<file path="src/rtl/hdmi_audio_decimator.sv">
// Box-filter decimator for the HDMI audio path. Averages every valid stereo
// sample that arrives within one output period and publishes one averaged
// stereo sample per period. A fractional NCO sets the period, so the clock
// rate does not need to be an integer multiple of the output rate.
module hdmi_audio_decimator #(
    parameter int CLK_HZ = 28000000,
    parameter int FS     = 32000,
    parameter int CNT_W  = 10
) (
    input  logic               clk,
    input  logic               reset_n,
    input  logic               ce,
    input  logic signed [15:0] in_l,
    input  logic signed [15:0] in_r,
    input  logic               mute,
    output logic signed [15:0] audio_l,
    output logic signed [15:0] audio_r,
    output logic               strobe,
    output logic               busy
);

    localparam int                SUM_W     = 16 + CNT_W;
    localparam int                STEP_W    = $clog2(SUM_W);
    localparam logic [32:0]       FS_INC    = 33'(FS);
    localparam logic [32:0]       CLK_MOD   = 33'(CLK_HZ);
    localparam logic [STEP_W-1:0] LAST_STEP = STEP_W'(SUM_W - 1);

    // Refuse to elaborate when the divider could still be busy at the next
    // tick, or when the sample counter cannot hold a full window.
    localparam bit PARAMS_OK = (FS > 0) && (FS < CLK_HZ)
                            && ((SUM_W + 2) < (CLK_HZ / FS))
                            && (((CLK_HZ + FS - 1) / FS) < (2 ** CNT_W));

    generate
        if (!PARAMS_OK) begin : g_param_check
            $error("hdmi_audio_decimator: invalid CLK_HZ/FS/CNT_W combination");
        end
    endgenerate

    typedef enum logic [1:0] {
        ST_ACC,
        ST_DIV,
        ST_PUB
    } state_t;

    state_t            state_reg;
    state_t            state_next;
    logic [31:0]       phase_reg;
    logic [32:0]       phase_sum;
    logic              tick;
    logic              latch;
    logic              div_step;
    logic              pub;
    logic              busy_next;
    logic [STEP_W-1:0] step_reg;
    logic [CNT_W-1:0]  count_reg;
    logic [CNT_W-1:0]  div_cnt_reg;
    logic              cnt_zero_reg;
    logic              strobe_reg;

    // Phase accumulator: one tick each time the phase wraps past CLK_HZ.
    assign phase_sum = {1'b0, phase_reg} + FS_INC;
    assign tick      = (phase_sum >= CLK_MOD);

    // NCO phase register; the residue after a wrap carries into the next period.
    always_ff @(posedge clk or negedge reset_n) begin
        if (!reset_n) begin
            phase_reg <= '0;
        end else if (tick) begin
            phase_reg <= 32'(phase_sum - CLK_MOD);
        end else begin
            phase_reg <= phase_sum[31:0];
        end
    end

    // FSM state register.
    always_ff @(posedge clk or negedge reset_n) begin
        if (!reset_n) begin
            state_reg <= ST_ACC;
        end else begin
            state_reg <= state_next;
        end
    end

    // Next-state and control decode. A tick outside ACC is ignored so the
    // current window keeps accumulating.
    always_comb begin
        state_next = state_reg;
        latch      = 1'b0;
        div_step   = 1'b0;
        pub        = 1'b0;
        busy_next  = 1'b0;
        case (state_reg)
            ST_ACC: begin
                if (tick) begin
                    latch      = 1'b1;
                    state_next = ST_DIV;
                end
            end
            ST_DIV: begin
                busy_next = 1'b1;
                div_step  = 1'b1;
                if (step_reg == LAST_STEP) begin
                    state_next = ST_PUB;
                end
            end
            ST_PUB: begin
                pub        = 1'b1;
                state_next = ST_ACC;
            end
            default: begin
                state_next = ST_ACC;
            end
        endcase
    end

    // Divide step counter: one quotient bit per DIV cycle.
    always_ff @(posedge clk or negedge reset_n) begin
        if (!reset_n) begin
            step_reg <= '0;
        end else if (latch) begin
            step_reg <= '0;
        end else if (div_step) begin
            step_reg <= step_reg + STEP_W'(1);
        end
    end

    // Shared sample counter; on a tick the tick-cycle sample opens the new window.
    always_ff @(posedge clk or negedge reset_n) begin
        if (!reset_n) begin
            count_reg <= '0;
        end else if (latch) begin
            count_reg <= {{(CNT_W-1){1'b0}}, ce};
        end else if (ce) begin
            count_reg <= count_reg + CNT_W'(1);
        end
    end

    // Divisor snapshot, plus a flag so an empty window republishes the old value.
    always_ff @(posedge clk or negedge reset_n) begin
        if (!reset_n) begin
            div_cnt_reg  <= '0;
            cnt_zero_reg <= 1'b0;
        end else if (latch) begin
            div_cnt_reg  <= count_reg;
            cnt_zero_reg <= (count_reg == '0);
        end
    end

    // Strobe pulses for exactly the cycle after PUB.
    always_ff @(posedge clk or negedge reset_n) begin
        if (!reset_n) begin
            strobe_reg <= 1'b0;
        end else begin
            strobe_reg <= pub;
        end
    end

    // Per-channel accumulator and restoring divider (0 = left, 1 = right).
    genvar gi;
    generate
        for (gi = 0; gi < 2; gi++) begin : g_chan
            logic signed [15:0]      sample;
            logic signed [SUM_W-1:0] sample_ext;
            logic signed [SUM_W-1:0] sum_reg;
            logic [SUM_W-1:0]        sum_mag;
            logic [SUM_W-1:0]        quo_reg;
            logic [CNT_W-1:0]        rem_reg;
            logic [CNT_W:0]          rem_shift;
            logic [CNT_W-1:0]        rem_sub;
            logic                    rem_ge;
            logic                    neg_reg;
            logic [15:0]             quo_lo;
            logic [15:0]             result;
            logic signed [15:0]      audio_reg;

            assign sample     = (gi == 0) ? in_l : in_r;
            assign sample_ext = {{(SUM_W-16){sample[15]}}, sample};
            assign sum_mag    = sum_reg[SUM_W-1] ? $unsigned(-sum_reg) : $unsigned(sum_reg);

            // Restoring step: bring down the next dividend bit, subtract if it fits.
            // The true difference is below the divisor, so CNT_W bits of the
            // subtraction are exact.
            assign rem_shift = {rem_reg, quo_reg[SUM_W-1]};
            assign rem_ge    = (rem_shift >= {1'b0, div_cnt_reg});
            assign rem_sub   = rem_shift[CNT_W-1:0] - div_cnt_reg;

            // The average lies within the input range, so the low 16 quotient
            // bits are the whole magnitude; re-applying the sign afterwards
            // gives truncation toward zero.
            assign quo_lo = quo_reg[15:0];
            assign result = neg_reg ? (16'd0 - quo_lo) : quo_lo;

            // Running sum; reloads with the tick-cycle sample when a window closes.
            always_ff @(posedge clk or negedge reset_n) begin
                if (!reset_n) begin
                    sum_reg <= '0;
                end else if (latch) begin
                    sum_reg <= ce ? sample_ext : '0;
                end else if (ce) begin
                    sum_reg <= sum_reg + sample_ext;
                end
            end

            // Divider datapath: load |sum| on latch, shift one quotient bit per step.
            always_ff @(posedge clk or negedge reset_n) begin
                if (!reset_n) begin
                    quo_reg <= '0;
                    rem_reg <= '0;
                    neg_reg <= 1'b0;
                end else if (latch) begin
                    quo_reg <= sum_mag;
                    rem_reg <= '0;
                    neg_reg <= sum_reg[SUM_W-1];
                end else if (div_step) begin
                    quo_reg <= {quo_reg[SUM_W-2:0], rem_ge};
                    rem_reg <= rem_ge ? rem_sub : rem_shift[CNT_W-1:0];
                end
            end

            // Output register: updates only in PUB; mute wins, empty window holds.
            always_ff @(posedge clk or negedge reset_n) begin
                if (!reset_n) begin
                    audio_reg <= '0;
                end else if (pub) begin
                    if (mute) begin
                        audio_reg <= '0;
                    end else if (!cnt_zero_reg) begin
                        audio_reg <= $signed(result);
                    end
                end
            end
        end
    endgenerate

    assign audio_l = g_chan[0].audio_reg;
    assign audio_r = g_chan[1].audio_reg;
    assign strobe  = strobe_reg;
    assign busy    = busy_next;

endmodule

</file>
<file path="config.mk">
export PLATFORM = sky130hd
export DESIGN_NAME = hdmi_audio_decimator
export DESIGN_NICKNAME = d
export VERILOG_FILES = /design/src/rtl/hdmi_audio_decimator.sv
export SDC_FILE = /design/constraint.sdc
export NUM_CORES = 1
export LEC_CHECK = 0
export CAP_MARGIN = 20
export CORE_UTILIZATION = 35
export CTS_BUF_LIST = sky130_fd_sc_hd__clkbuf_8
export DETAILED_ROUTE_END_ITERATION = 8
export HOLD_SLACK_MARGIN = 0.08
export PLACE_DENSITY = 0.56
export SKIP_CTS_REPAIR_TIMING = 1
export SYNTH_ARGS = -nofsm -noshare
export SYNTH_HDL_FRONTEND = slang
export SYNTH_SLANG_ARGS = --single-unit
export TNS_END_PERCENT = 20
</file>
<file path="constraint.sdc">
create_clock -name clk -period 3.93 [get_ports clk]
set_input_delay 0.5895 -clock clk [delete_from_list [all_inputs] [get_ports clk]]
set_output_delay 0.5895 -clock clk [all_outputs]
set_load 0.02 [all_outputs]
</file>
==> results_tabular.tex <==
\begin{tabular}{lr}
\hline
Metric & Value \\
\hline
\multicolumn{2}{l}{\textbf{Detailed routing}} \\
Vias post-DR & around 13000 \\
Routed WL & about 40 mm \\
Number of vias per cell after detailed routing & 5.40 \\
Count of routing violations after the opening detailed-route iteration & 848 \\
DR pass1 iterations & 6 \\
Routed WL per cell & 16.4 µm \\
Antenna Nets Post-Route & 0 \\
Post-detailed-route DRC marker count & 0 \\
\multicolumn{2}{l}{\textbf{Worst hold path}} \\
Worst Hold Class & primary input to asynchronous set/reset pin \\
\multicolumn{2}{l}{\textbf{Place}} \\
Placed cell count & 2361 \\
Count of buffers inserted at the top-level ports & 69 \\
Gpl congestion & 0.866 \\
Total half-perimeter wirelength after legalization and detailed placement & $\sim$29 mm \\
\multicolumn{2}{l}{\textbf{Floorplanning}} \\
Starting density of the core & 0.358 \\
Num ports & 70 \\
Num rows & 75 \\
Total core area & $\sim$42000 µm² \\
Die Span Y & 210 µm \\
Die boundary width & between 200 and 250 µm \\
Die ar. & 44300 µm² \\
\multicolumn{2}{l}{\textbf{Setup path}} \\
Gate family responsible for the most delay along the worst path & simple AND/OR/NAND/NOR gates \\
Category of the worst setup path launch point & register \\
Worst reg2reg startpoint & phase\_reg[11] \\
Worst reg2reg endpoint & g\_chan[1].sum\_reg[3] \\
CP bufs+invs & 1 \\
Kind of end point of the critical path & register \\
Cell chain of the critical path & or4\_4, or3\_1, nand3\_1, nand3\_1, or4\_4, o31a\_4, a21oi\_4, buf\_4, nor2\_1, o32ai\_2 \\
Required @ worst endpoint & 4.39 ns \\
Worst reg2reg setup slack & 0.18 ns \\
CP Data Arrival Time & $\sim$4.2 ns \\
Slowest cell on crit path & or4\_4 \\
Largest fanout on the critical path & 16 \\
Max incr delay on CP & 0.57 ns \\
Cells on worst reg2reg path & 10 \\
Crit Path Class & register to register \\
\multicolumn{2}{l}{\textbf{Synthesis}} \\
Mean area per synthesized cell & $\sim$8.6 µm² \\
Library cells used by synthesis & 85 \\
Most used flip-flop cell after synthesis & dfrtp\_1 \\
Count of flip-flops with a built-in enable after synthesis & 0 \\
Synth Register Bits & 211 \\
Post-synthesis cell area & 15200 µm² \\
Number of warning messages in the yosys log & 0 \\
Nets in the synthesized netlist & roughly 1900 \\
Cells after Synth & about 1800 \\
Sequential fraction of the synthesis area & 0.347 \\
Post-synth ARST share & 1.00 \\
\multicolumn{2}{l}{\textbf{STA}} \\
Pin slew with the least headroom to its limit & 0.975 ns \\
Maximum clock frequency & 0.267 GHz \\
Share of the clock period used by the worst path after layout & 0.955 \\
Count of final hold-check violations & 0 \\
TNS Setup & 0 ns \\
Final worst clock skew & 0.0487 ns \\
Final worst path period need & 3.75 ns \\
Slew headroom & 0.350 \\
Final Setup Violations & 0 \\
Slew Limit Fails & 0 \\
\multicolumn{2}{l}{\textbf{Layout}} \\
FF+latch area & 5280 µm² \\
Most common cell after layout, fill and taps aside & nand2\_1 \\
Number of nets at the end of the flow & 1948 \\
Area growth syn-to-layout & 15.9\% \\
Fill cell instance count of the final layout & roughly 4200 \\
Area of the multi-input gates & 9290 µm² \\
Most frequent cells in the layout & 247 x nand2\_1, 211 x dfrtp\_1, 161 x nor2\_1 \\
Fraction of final layout cells sized beyond drive strength 1 & 0.0872 \\
Diodes inserted & 0 \\
Cell Count, Final, Fillers Out & 2434 \\
\multicolumn{2}{l}{\textbf{Clock network}} \\
Clk slew on worst S/H paths & 0.06 ns \\
Clock insertion delay at the later pin of the skew report & 0.60 ns \\
Number of sinks handled by clock tree synthesis & 211 \\
Maximum count of clock buffers along a single path & 3 \\
Buffer type at the clock tree root & clkbuf\_8 \\
CTS tree & built \\
TritonCTS buffer count & 41 \\
Maximum level of the CTS H-tree & 2 \\
\multicolumn{2}{l}{\textbf{Job}} \\
Max-cap violation count & 0 \\
\multicolumn{2}{l}{\textbf{Power and ir drop}} \\
Worst IR Drop VDD & 0.000305 V \\
Power Dens Cells & 532 nW/µm² \\
Leak & 7.64 nW \\
\multicolumn{2}{l}{\textbf{GRT}} \\
Overflow after GRT & 0 \\
Vias in the first global route & 12408 \\
Antenna violations before repair & 0 \\
Global-route wire length before repair & 66.1 mm \\
GR Util All Layers & 0.183 \\
Pin count of the biggest net entering global routing & 106 \\
\multicolumn{2}{l}{\textbf{Status}} \\
Status & finished, final reports clean \\
\hline
\end{tabular}
==> how the worst max path moves through the flow <==
| stage | from | end | slack (ns) | cells after the start |
|---|---|---|---|---|
| floorplan | phase_reg[12] | g_chan[0].sum_reg[10] | 0.55 | 13 |
| global placement | phase_reg[9] | g_chan[0].sum_reg[6] | 0.16 | 11 |
| detailed placement | phase_reg[9] | g_chan[0].sum_reg[5] | 0.07 | 11 |
| CTS | phase_reg[9] | g_chan[1].sum_reg[10] | 0.04 | 11 |
| global route | phase_reg[9] | g_chan[0].sum_reg[5] | -0.0003 | 10 |
| finish | phase_reg[11] | g_chan[1].sum_reg[3] | 0.18 | 10 |
==> metrics by stage <==
step | cell area, µm² | worst slack, ns | power [W] | hold WS, ns | utilization
2_1_floorplan | 15200 | 0.548 | 0.00592 | 0.294 | -
3_3_place_gp | 16700 | 0.164 | 0.00680 | 0.461 | 0.393
3_5_place_dp | 16700 | 0.0679 | 0.00687 | 0.468 | 0.393
4_1_cts | 17600 | 0.0352 | 0.00942 | 0.112 | 0.415
5_1_grt | 17600 | -0.000252 | 0.0101 | 0.161 | 0.415
6_report | 17600 | 0.178 | 0.00937 | 0.0862 | 0.415
==> cell usage after synthesis (4+ instances only) <==
cell type    n  area share
nand2_1    247       0.061
dfrtp_1    211        0.35
nor2_1     163       0.040
xnor2_1    123       0.071
o21ai_0     98       0.032
ha_1        80       0.066
a21oi_1     77       0.025
a31oi_1     57       0.023
inv_1       56       0.014
nand3_1     56       0.018
clkbuf_1    51       0.013
xor2_1      47       0.027
mux2i_1     42       0.028
o31ai_1     33       0.016
a22o_1      32       0.018
nor3_1      30      0.0099
buf_2       25      0.0082
a21o_1      23       0.011
and3_1      21      0.0086
o22ai_1     18      0.0074
or4_1       17      0.0084
o32ai_2     15       0.016
or3_1       15      0.0062
o41ai_1     13      0.0075
a211oi_1    12      0.0059
and2_1      12      0.0049
nand2b_1    12      0.0049
nand4_1     12      0.0049
nor4_1      12      0.0049
o21a_1      12      0.0059
nor2b_1     10      0.0041
o211ai_1     8      0.0040
buf_1        7      0.0017
buf_6        7      0.0052
a211o_1      6      0.0035
a21boi_0     6      0.0030
a31o_2       5      0.0029
a221oi_1     4      0.0023
fa_1         4      0.0053
nor3b_1      4      0.0020
o2111ai_1    4      0.0023
o31a_1       4      0.0023
==> where the power goes <==
| part | internal (W) | switching [W] | leakage [nW] | total, W |
|---|---|---|---|---|
| Sequential | 0.00247 | 0.000607 | 2.78 | 0.00308 |
| Combinational | 0.00180 | 0.00200 | 4.35 | 0.00380 |
| Clock | 0.00146 | 0.00103 | 0.508 | 0.00249 |
==> metal layers <==
layer / vias to the layer above / global-route usage / part of all wire / wire length [µm]
met5: - / 0 / 0 / 0
met4: 0 / 0.0467 / 0.016 / 638
met3: 50 / 0.0265 / 0.043 / 1720
met2: 273 / 0.267 / 0.42 / 16800
met1: 6306 / 0.279 / 0.52 / 20900
li1: 6516 / - / - / -
==> kinds of logic after synthesis <==
group	count (synthesis)	synth area share
AND/OR/NAND/NOR	634	0.193
AO/OA/AOI/OAI	468	0.217
flip-flops	211	0.347
XOR/XNOR	170	0.0979
buffers and inverters	150	0.0433
adder cells (fa/ha/maj)	84	0.0711
multiplexers	45	0.0301
==> cell type report <==
type                       count  share of cell area
clock buffer                  59              0.0461
clock inverter                13             0.00660
inverter                      57              0.0121
multi-input combinational   1401               0.527
sequential                   211               0.300
tap                          577              0.0410
timing repair buffer         116              0.0673
Power figures use the tool's default switching activity.
